==> config.mk <==
export PLATFORM = sky130hd
export DESIGN_NAME = gj_axis_uart_tx_arb
export DESIGN_NICKNAME = d
export VERILOG_FILES = /design/src/rtl/gj_axis_uart_pkg.sv /design/src/rtl/gj_rr_pick.sv /design/src/rtl/gj_axis_uart_tx_arb.sv
export SDC_FILE = /design/constraint.sdc
export NUM_CORES = 1
export LEC_CHECK = 0
export ABC_AREA = 1
export BUFFER_PORTS_ARGS = -buffer_cell sky130_fd_sc_hd__buf_2
export CELL_PAD_IN_SITES_DETAIL_PLACEMENT = 1
export CELL_PAD_IN_SITES_GLOBAL_PLACEMENT = 1
export CORE_MARGIN = 5
export CORE_UTILIZATION = 30
export CTS_BUF_LIST = sky130_fd_sc_hd__clkbuf_8
export DETAILED_ROUTE_END_ITERATION = 10
export HOLD_SLACK_MARGIN = 0.08
export PLACE_DENSITY_LB_ADDON = 0.1
export SETUP_SLACK_MARGIN = 0.15
export SLEW_MARGIN = 15
export SYNTH_ARGS = -nofsm -noshare
export SYNTH_HDL_FRONTEND = slang
export SYNTH_SLANG_ARGS = --single-unit
export TNS_END_PERCENT = 50
==> constraint.sdc <==
create_clock -name clk -period 1.4 [get_ports clk]
set_input_delay 0 -clock clk [delete_from_list [all_inputs] [get_ports clk]]
set_output_delay 0 -clock clk [all_outputs]
set_load 0.02 [all_outputs]
==> src/rtl/gj_axis_uart_pkg.sv <==
// Shared definitions for the UART TX arbiter slice: state encoding, default gap
// width and the index-width helper.
package gj_axis_uart_pkg;

  localparam int GAP_W_DEF = 16;

  typedef enum logic [1:0] {
    ST_IDLE = 2'd0,
    ST_SEND = 2'd1,
    ST_GAP  = 2'd2
  } state_t;

  function automatic int clog2(input int v);
    int r;
    r = 0;
    while ((1 << r) < v) r++;
    return r;
  endfunction

endpackage

==> src/rtl/gj_rr_pick.sv <==
// Combinational rotating-priority encoder: returns the first set request at or
// above i_ptr, wrapping modulo N.
module gj_rr_pick
  import gj_axis_uart_pkg::*;
#(
  parameter int N  = 4,
  parameter int IW = clog2(N)
) (
  input  logic [N-1:0]  i_req,
  input  logic [IW-1:0] i_ptr,
  output logic [IW-1:0] o_idx,
  output logic          o_found
);

  logic [2*N-1:0] w_dbl;
  logic [N-1:0]   w_rot;
  logic [IW:0]    w_sum;

  assign w_dbl = {i_req, i_req};
  assign w_rot = N'(w_dbl >> i_ptr);

  always_comb begin
    o_found = 1'b0;
    w_sum   = '0;
    // Scan downward so the lowest rotated position is the one left standing.
    for (int j = N - 1; j >= 0; j--) begin
      if (w_rot[j]) begin
        o_found = 1'b1;
        w_sum   = (IW+1)'(i_ptr) + (IW+1)'(j);
      end
    end
    if (w_sum >= (IW+1)'(N)) w_sum = w_sum - (IW+1)'(N);
    o_idx = w_sum[IW-1:0];
  end

endmodule

==> src/rtl/gj_axis_uart_tx_arb.sv <==
// Packet-level round-robin arbiter feeding one UART TX byte stream, with an
// idle gap after each frame. Optional stall abort: GJ_AXIS_UART_TX_ARB_STALL_TIMEOUT_EN.
module gj_axis_uart_tx_arb
  import gj_axis_uart_pkg::*;
#(
  parameter int N_SRC = 4,
  parameter int GAP_W = GAP_W_DEF
) (
  input  logic               clk,
  input  logic               rst,
  input  logic               clk_en,
  input  logic [GAP_W-1:0]   minTxGap,
  input  logic [N_SRC-1:0]   s_tvalid,
  input  logic [8*N_SRC-1:0] s_tdata,
  input  logic [N_SRC-1:0]   s_tlast,
  output logic [N_SRC-1:0]   s_tready,
  output logic               tx_tvalid,
  output logic [7:0]         tx_tdata,
  input  logic               tx_tready,
  output logic [2:0]         grant_id,
  output logic               busy
`ifdef GJ_AXIS_UART_TX_ARB_STALL_TIMEOUT_EN
  ,
  input  logic [GAP_W-1:0]   maxStall,
  output logic               abort_pulse
`endif
);

  localparam int IW = clog2(N_SRC);

  state_t           r_state, w_next;
  logic [IW-1:0]    r_rr_ptr, r_grant, w_pick;
  logic             w_found;
  logic [GAP_W-1:0] r_gap_cnt;
  logic             w_g_valid, w_g_last, w_fire, w_end;
  logic [7:0]       w_g_data;

  gj_rr_pick #(.N(N_SRC), .IW(IW)) u_pick (
    .i_req   (s_tvalid),
    .i_ptr   (r_rr_ptr),
    .o_idx   (w_pick),
    .o_found (w_found)
  );

  always_comb begin
    w_g_valid = 1'b0;
    w_g_last  = 1'b0;
    w_g_data  = '0;
    for (int i = 0; i < N_SRC; i++) begin
      if (r_grant == IW'(i)) begin
        w_g_valid = s_tvalid[i];
        w_g_last  = s_tlast[i];
        w_g_data  = s_tdata[8*i +: 8];
      end
    end
  end

  assign w_fire = (r_state == ST_SEND) & w_g_valid & tx_tready;

`ifdef GJ_AXIS_UART_TX_ARB_STALL_TIMEOUT_EN
  logic [GAP_W-1:0] r_stall_cnt;
  logic             w_abort;
  assign w_abort     = (r_state == ST_SEND) & ~w_g_valid & (r_stall_cnt == '0) & (maxStall != '0);
  assign w_end       = (w_fire & w_g_last) | w_abort;
  assign abort_pulse = w_abort;
`else
  assign w_end = w_fire & w_g_last;
`endif

  always_ff @(posedge clk) begin
    if (rst) begin
      r_state   <= ST_IDLE;
      r_rr_ptr  <= '0;
      r_grant   <= '0;
      r_gap_cnt <= '0;
`ifdef GJ_AXIS_UART_TX_ARB_STALL_TIMEOUT_EN
      r_stall_cnt <= '0;
`endif
    end else begin
      r_state <= w_next;
      case (r_state)
        ST_IDLE: begin
          if (w_found) begin
            r_grant  <= w_pick;
            r_rr_ptr <= (w_pick == IW'(N_SRC - 1)) ? '0 : w_pick + IW'(1);
`ifdef GJ_AXIS_UART_TX_ARB_STALL_TIMEOUT_EN
            r_stall_cnt <= maxStall;
`endif
          end
        end
        ST_SEND: begin
          if (w_end) r_gap_cnt <= minTxGap;
`ifdef GJ_AXIS_UART_TX_ARB_STALL_TIMEOUT_EN
          if (w_fire) r_stall_cnt <= maxStall;
          else if (clk_en && !w_g_valid && r_stall_cnt != '0) r_stall_cnt <= r_stall_cnt - 1'b1;
`endif
        end
        ST_GAP: begin
          if (clk_en) r_gap_cnt <= r_gap_cnt - 1'b1;
        end
        default: ;
      endcase
    end
  end

  always_comb begin
    w_next = r_state;
    case (r_state)
      ST_IDLE: if (w_found) w_next = ST_SEND;
      ST_SEND: if (w_end) w_next = (minTxGap == '0) ? ST_IDLE : ST_GAP;
      ST_GAP:  if (clk_en && r_gap_cnt == GAP_W'(1)) w_next = ST_IDLE;
      default: w_next = ST_IDLE;
    endcase
  end

  always_comb begin
    s_tready  = '0;
    tx_tvalid = 1'b0;
    tx_tdata  = '0;
    if (r_state == ST_SEND) begin
      tx_tvalid = w_g_valid;
      tx_tdata  = w_g_data;
      for (int i = 0; i < N_SRC; i++) begin
        if (r_grant == IW'(i)) s_tready[i] = tx_tready;
      end
    end
  end

  assign busy     = (r_state != ST_IDLE);
  assign grant_id = 3'(r_grant);

endmodule

## Word level (Yosys, flattened, before mapping)

Index checks and enable logic that the tools add are counted.

- Input port bits: 60
- Register bits after elaboration: 22

- Add/sub/neg operators: 6
- Bitwise operators: 3
- Magnitude comparators: 1
- Shift-type cells: 1
- Reduce and logical (&&, ||, !) cells: 9
- Multiplexer cells: 37
- Equality and inequality tests: 11

Operators by type and width:

| kind | number |
|---|---|
| $mux W8 | 5 |
| $mux W16 | 2 |
| $pmux W16 S2 | 1 |
| $mux W1 | 17 |
| $eq A16 B1 Y1 const B | 1 |
| $logic_not A16 Y1 | 1 |
| $sub A16 B1 Y16 const B | 1 |
| $mux W2 | 6 |
| $mux W3 | 4 |
| $eq A2 B2 Y1 const B | 4 |
| $shr A8 B2 Y4 | 1 |
| $add A2 B2 Y3 const B | 2 |
| $ne A2 B2 Y1 const B | 3 |
| $pmux W2 S3 | 1 |
| $reduce_and A3 Y1 | 2 |
| $eq A2 B1 Y1 const B | 2 |
| $logic_not A2 Y1 | 2 |
| $mux W4 | 1 |
| $reduce_bool A2 Y1 | 2 |
| $add A2 B1 Y3 const B | 1 |
| $and A1 B1 Y1 | 3 |
| $ge A3 B3 Y1 const B | 1 |
| $add A2 B1 Y2 const B | 1 |
| $ne A2 B1 Y1 const B | 1 |
| other kinds (3) | 3 |

## Logic depth before layout (Yosys ltp)

- Depth in word-level cells: 10
- Mapped depth: 14
- Gate-level depth less buffers: 13

## Cells and area by module

From an unflattened synthesis, not the netlist that was laid out.

- Cell total of the unflattened synthesis: 405
- Area, all modules: 2263.4 um2

By module, submodules not included:

| module | cells each | area each (um2) | instances |
|---|---|---|---|
| gj_axis_uart_tx_arb | 359 | 2020.7 | 1 |
| gj_rr_pick | 46 | 242.7 | 1 |

## Least setup slack after synthesis

Ideal clock, no wire load.

- Kind: reg-to-reg
- Start: reg r_grant[0]
- End: reg r_gap_cnt[11]
- Cell stages (with the launch flop): 12
- Period minus slack after synthesis: 1814 ps
- Slack: -414 ps
- Arrival time: 1701 ps
- Required time: 1287 ps
- Setup time: 113 ps
- Path through: dfxtp_1 > buf_6 > nand3_1 > nand2_1 > nand2_2 > a21oi_2 > nand2_2 > nand2_4 > nand2_4 > buf_6 > nor2_1 > nor2_1

- Cells in the longest elaborated chain, start to end: 10
- Elaborated cells on any way between the ends: 17

Ends and longest elaborated chain:

| element | RTL line | source |
|---|---|---|
| from (decl) | gj_axis_uart_tx_arb.sv:32 | `logic [IW-1:0] r_rr_ptr, r_grant, w_pick;` |
| from (signal assigned) | gj_axis_uart_tx_arb.sv:84 | `r_grant <= w_pick;` |
| $logic_not A2 Y1 | gj_axis_uart_tx_arb.sv:50 | `if (r_grant == IW'(i)) begin` |
| $mux W1 (4 in series) | gj_axis_uart_tx_arb.sv:50 |  |
| $and A1 B1 Y1 (2 in series) | gj_axis_uart_tx_arb.sv:58 | `assign w_fire = (r_state == ST_SEND) & w_g_valid & tx_tready;` |
| $and A1 B1 Y1 (*) | gj_axis_uart_tx_arb.sv:67 | `assign w_end = w_fire & w_g_last;` |
| $ne A2 B2 Y1 (no line) (*) | n/a |  |
| $reduce_and A3 Y1 (no line) (*) | n/a |  |
| to (signal assigned) | gj_axis_uart_tx_arb.sv:92 | `if (w_end) r_gap_cnt <= minTxGap;` |
| to (signal assigned) | gj_axis_uart_tx_arb.sv:99 | `if (clk_en) r_gap_cnt <= r_gap_cnt - 1'b1;` |
| to (decl) | gj_axis_uart_tx_arb.sv:34 | `logic [GAP_W-1:0] r_gap_cnt;` |

Every way passes the cells marked *; elsewhere a longest branch is shown, timed or not.
A chain may end at the register's enable or synchronous reset.

## Final worst setup path

- Start: reg r_grant[1]
- End: reg r_gap_cnt[6]

The elaborated chain is that of the path after synthesis.

==> flow_summary.json <==
{
  "ys_ff_latch": 22,
  "slowest_delay_ns": 0.38,
  "path_max_fanout": 8,
  "cpMostUsedCell": "nand2_1",
  "clockBufferDepth": 2,
  "cts-htree-levels": 1,
  "antenna_cells": 0,
  "drt_first_pass_iters": 4,
  "ys_warn_count": 0,
  "vias": 3126,
  "syn-mean-instance-area_um2": 5.42,
  "die_h_um": 93.3,
  "synth_nets": 446,
  "syn_inst": 384,
  "min_period_ns": 1.56,
  "finalCritPeriodShare_pct": 112,
  "antenna_found_initial": 0,
  "finalMaxSlewViolations": 0,
  "wirelength_met1_um": 4360,
  "cp_top_family": "simple AND/OR/NAND/NOR gates",
  "port_buffers": 75,
  "die_w_um": 93.3,
  "hp-class": "input port to flip-flop",
  "p_switching_mw": 3.87,
  "startpoint_type": "flip-flop",
  "viasPerCell": 5.18,
  "grt_overflow": 0,
  "finalPower_mw": 7.64,
  "fmax_ghz": 0.640,
  "cts_tree": "done",
  "wl_um": 10100,
  "grt_pass1_wl_um": 14900,
  "worst_ir_drop_vdd_mv": 0.950,
  "p_leak_nw": 1.86,
  "dpl.hpwl_um": 6740,
  "grt_usage_pct": 21.2,
  "initial_core_util_pct": 30.8,
  "finalInstanceArea_um2": 3650,
  "numCtsBuffers": 3,
  "met2WireLength_um": 5130,
  "slowest_stage": "dfxtp_4",
  "antenna_left": 0,
  "grt_pass1_vias": 3165,
  "required_ns": 1.57,
  "utilization_pct": 54.1,
  "rsz0062_at_grt": "true",
  "wl_met3_um": 377,
  "die_area_um2": 8700,
  "avgRoutedWirePerCell_um": 16.6,
  "p_seq_share_pct": 15.8,
  "nNetsFinal": 587,
  "cts-root-buf": "clkbuf_8",
  "outcome": "finished with violations",
  "grt_max_degree": 18,
  "violations": "setup timing",
  "drc": 0,
  "ys.flop_type": "dfxtp_1",
  "ys_seq_area_share_pct": 21.2,
  "ys_async_sr_fraction_pct": 0,
  "synthToLayoutAreaGrowth_pct": 75.7,
  "pwr-share-comb_pct": 77.9,
  "pin_count": 77,
  "hold_viol": 0,
  "finalWorstSetupSlack_ns": -0.163,
  "synthDistinctLibCells": 33,
  "end_kind": "flip-flop",
  "dpl-instance-area_um2": 2970,
  "pwr-share-clk_pct": 6.4,
  "path_buf_inv": 2,
  "core_um2": 6760,
  "worstSkewPairLatency_ns": 0.27,
  "switching_share_pct": 50.6,
  "route.top_layer_used": "met4",
  "cts.sinks": 22,
  "drive_gt1_share_pct": 47.5,
  "drt_iter0_drc": 114,
  "clock_skew_ns": 0.00439,
  "holdWs_ns": 0.0597,
  "internal_power_mw": 3.77,
  "synth_edf_count": 0,
  "worstPathCellList": "inv_4 > nand3_2 > nand2_1 > nand2_2 > a21oi_4 > nand2_4 > nand2_8 > buf_12 > nand3b_1 > nand2_1 > nor2_1",
  "max_cap_viol_count": 0,
  "finalSetupViolCount": 30,
  "place_congestion": 0.808,
  "synthesis.area_um2": 2080,
  "worstSetupPathType": "flip-flop to flip-flop",
  "path_clk_slew_ns": 0.09,
  "power_density_nw_per_um2": 2090,
  "num_rows": 30,
  "cp.arrival_ns": 1.74
}
timing repair:
action,CTS,global route
pin swaps,21,20
hold buffers,2,0
gates resized for setup,107,51
setup buffers,6,3
setup endpoints to repair,35,36
gates cloned,2,1
endpoints found under the hold margin,5,0
cells in the mapped netlist (3+ instances only):
cell | instances | area (um^2)
a21oi_1 | 20 | 100
nor2_1 | 63 | 236
o211ai_1 | 4 | 30.0
o221ai_1 | 3 | 26.3
o21ai_0 | 27 | 135
inv_1 | 38 | 143
clkbuf_1 | 5 | 18.8
nor3_1 | 6 | 30.0
nand2_1 | 124 | 465
nand4_1 | 3 | 18.8
dfxtp_1 | 22 | 440
nand3b_1 | 4 | 30.0
nand2_2 | 4 | 25.0
buf_2 | 5 | 25.0
nand3_1 | 30 | 150
final timing paths:
| check | from | to | slack (ns) | depth (start not counted) |
|---|---|---|---|---|
| max | r_grant[1] | r_gap_cnt[6] | -0.16 | 11 |
| min reg2reg | r_gap_cnt[7] | r_gap_cnt[7] | 0.53 | 2 |
| min | minTxGap[9] | r_gap_cnt[9] | 0.06 | 5 |
| max reg2reg | r_grant[1] | r_gap_cnt[6] | -0.16 | 11 |
final cells by class:
cell class                      instances  area [um^2]
Fill cell                             929         3100
Multi-Input combinational cell        312         1840
Timing Repair Buffer                  147         1050
Sequential cell                        22          462
Inverter                               39          154
Tap cell                               80          100
Clock buffer                            4         55.1
power by group through the flow:
stage,combinational [mW],clock [mW],sequential [mW]
after floorplan,2.55,0,1.04
after global placement,4.19,0,1.07
after detailed placement,4.33,0,1.08
after global routing,6.43,0.524,1.24
after CTS,5.25,0.494,1.16
final,5.95,0.487,1.21
metal layers:
| metal | vias to the layer above | global-route usage [%] |
|---|---|---|
| met1 | 1517 | 26.8 |
| met5 | - | 0 |
| met4 | 0 | 3.79 |
| li1 | 1518 | - |
| met2 | 73 | 38.5 |
| met3 | 18 | 2.74 |
registers in the layout, indices dropped and copies added, names as in the netlist:
name and count:
r_gap_cnt 16, r_grant 2, r_rr_ptr 2, r_state 2
tightest hold or removal path: cells and delay by family:
family | cells | cell delay (ns)
AND/OR/NAND/NOR | 4 | 0.22
buffers and inverters | 1 | 0.09
cells by family after synthesis:
| group | count (synthesis) | synth area share [%] |
|---|---|---|
| buffers and inverters | 53 | 11.0 |
| flip-flops | 22 | 21.2 |
| AND/OR/NAND/NOR | 243 | 49.2 |
| XOR/XNOR | 1 | 0.421 |
| AO/OA/AOI/OAI | 62 | 16.9 |
| other | 1 | 0.180 |
| adder cells (fa/ha/maj) | 2 | 1.20 |
through the flow:
step                worst slack [ns]  instances  TNS [ns]
floorplan                     -0.214        384     -3.15
global placement              -0.127        586     -1.51
detailed placement            -0.174        586     -2.73
CTS                           -0.146        600     -2.58
global route                  -0.260        604     -5.99
finish                        -0.163        604     -3.15
cells in the final DEF, fill, tap and decap left out, drive strengths merged, types with 2 or more instances in the layout:
cell type and count:
ha 2, buf 145, nor2 64, nand3b 4
clkbuf 4, or2 2, nor3 6, and2 2
dlygate4sd3 2, inv 38, nor4 2, nand4 3
o211ai 4, a21oi 22, nand2 133, dfxtp 22
o221ai 3, o21ai 28, nand3 30
Power figures use the tool's default switching activity.
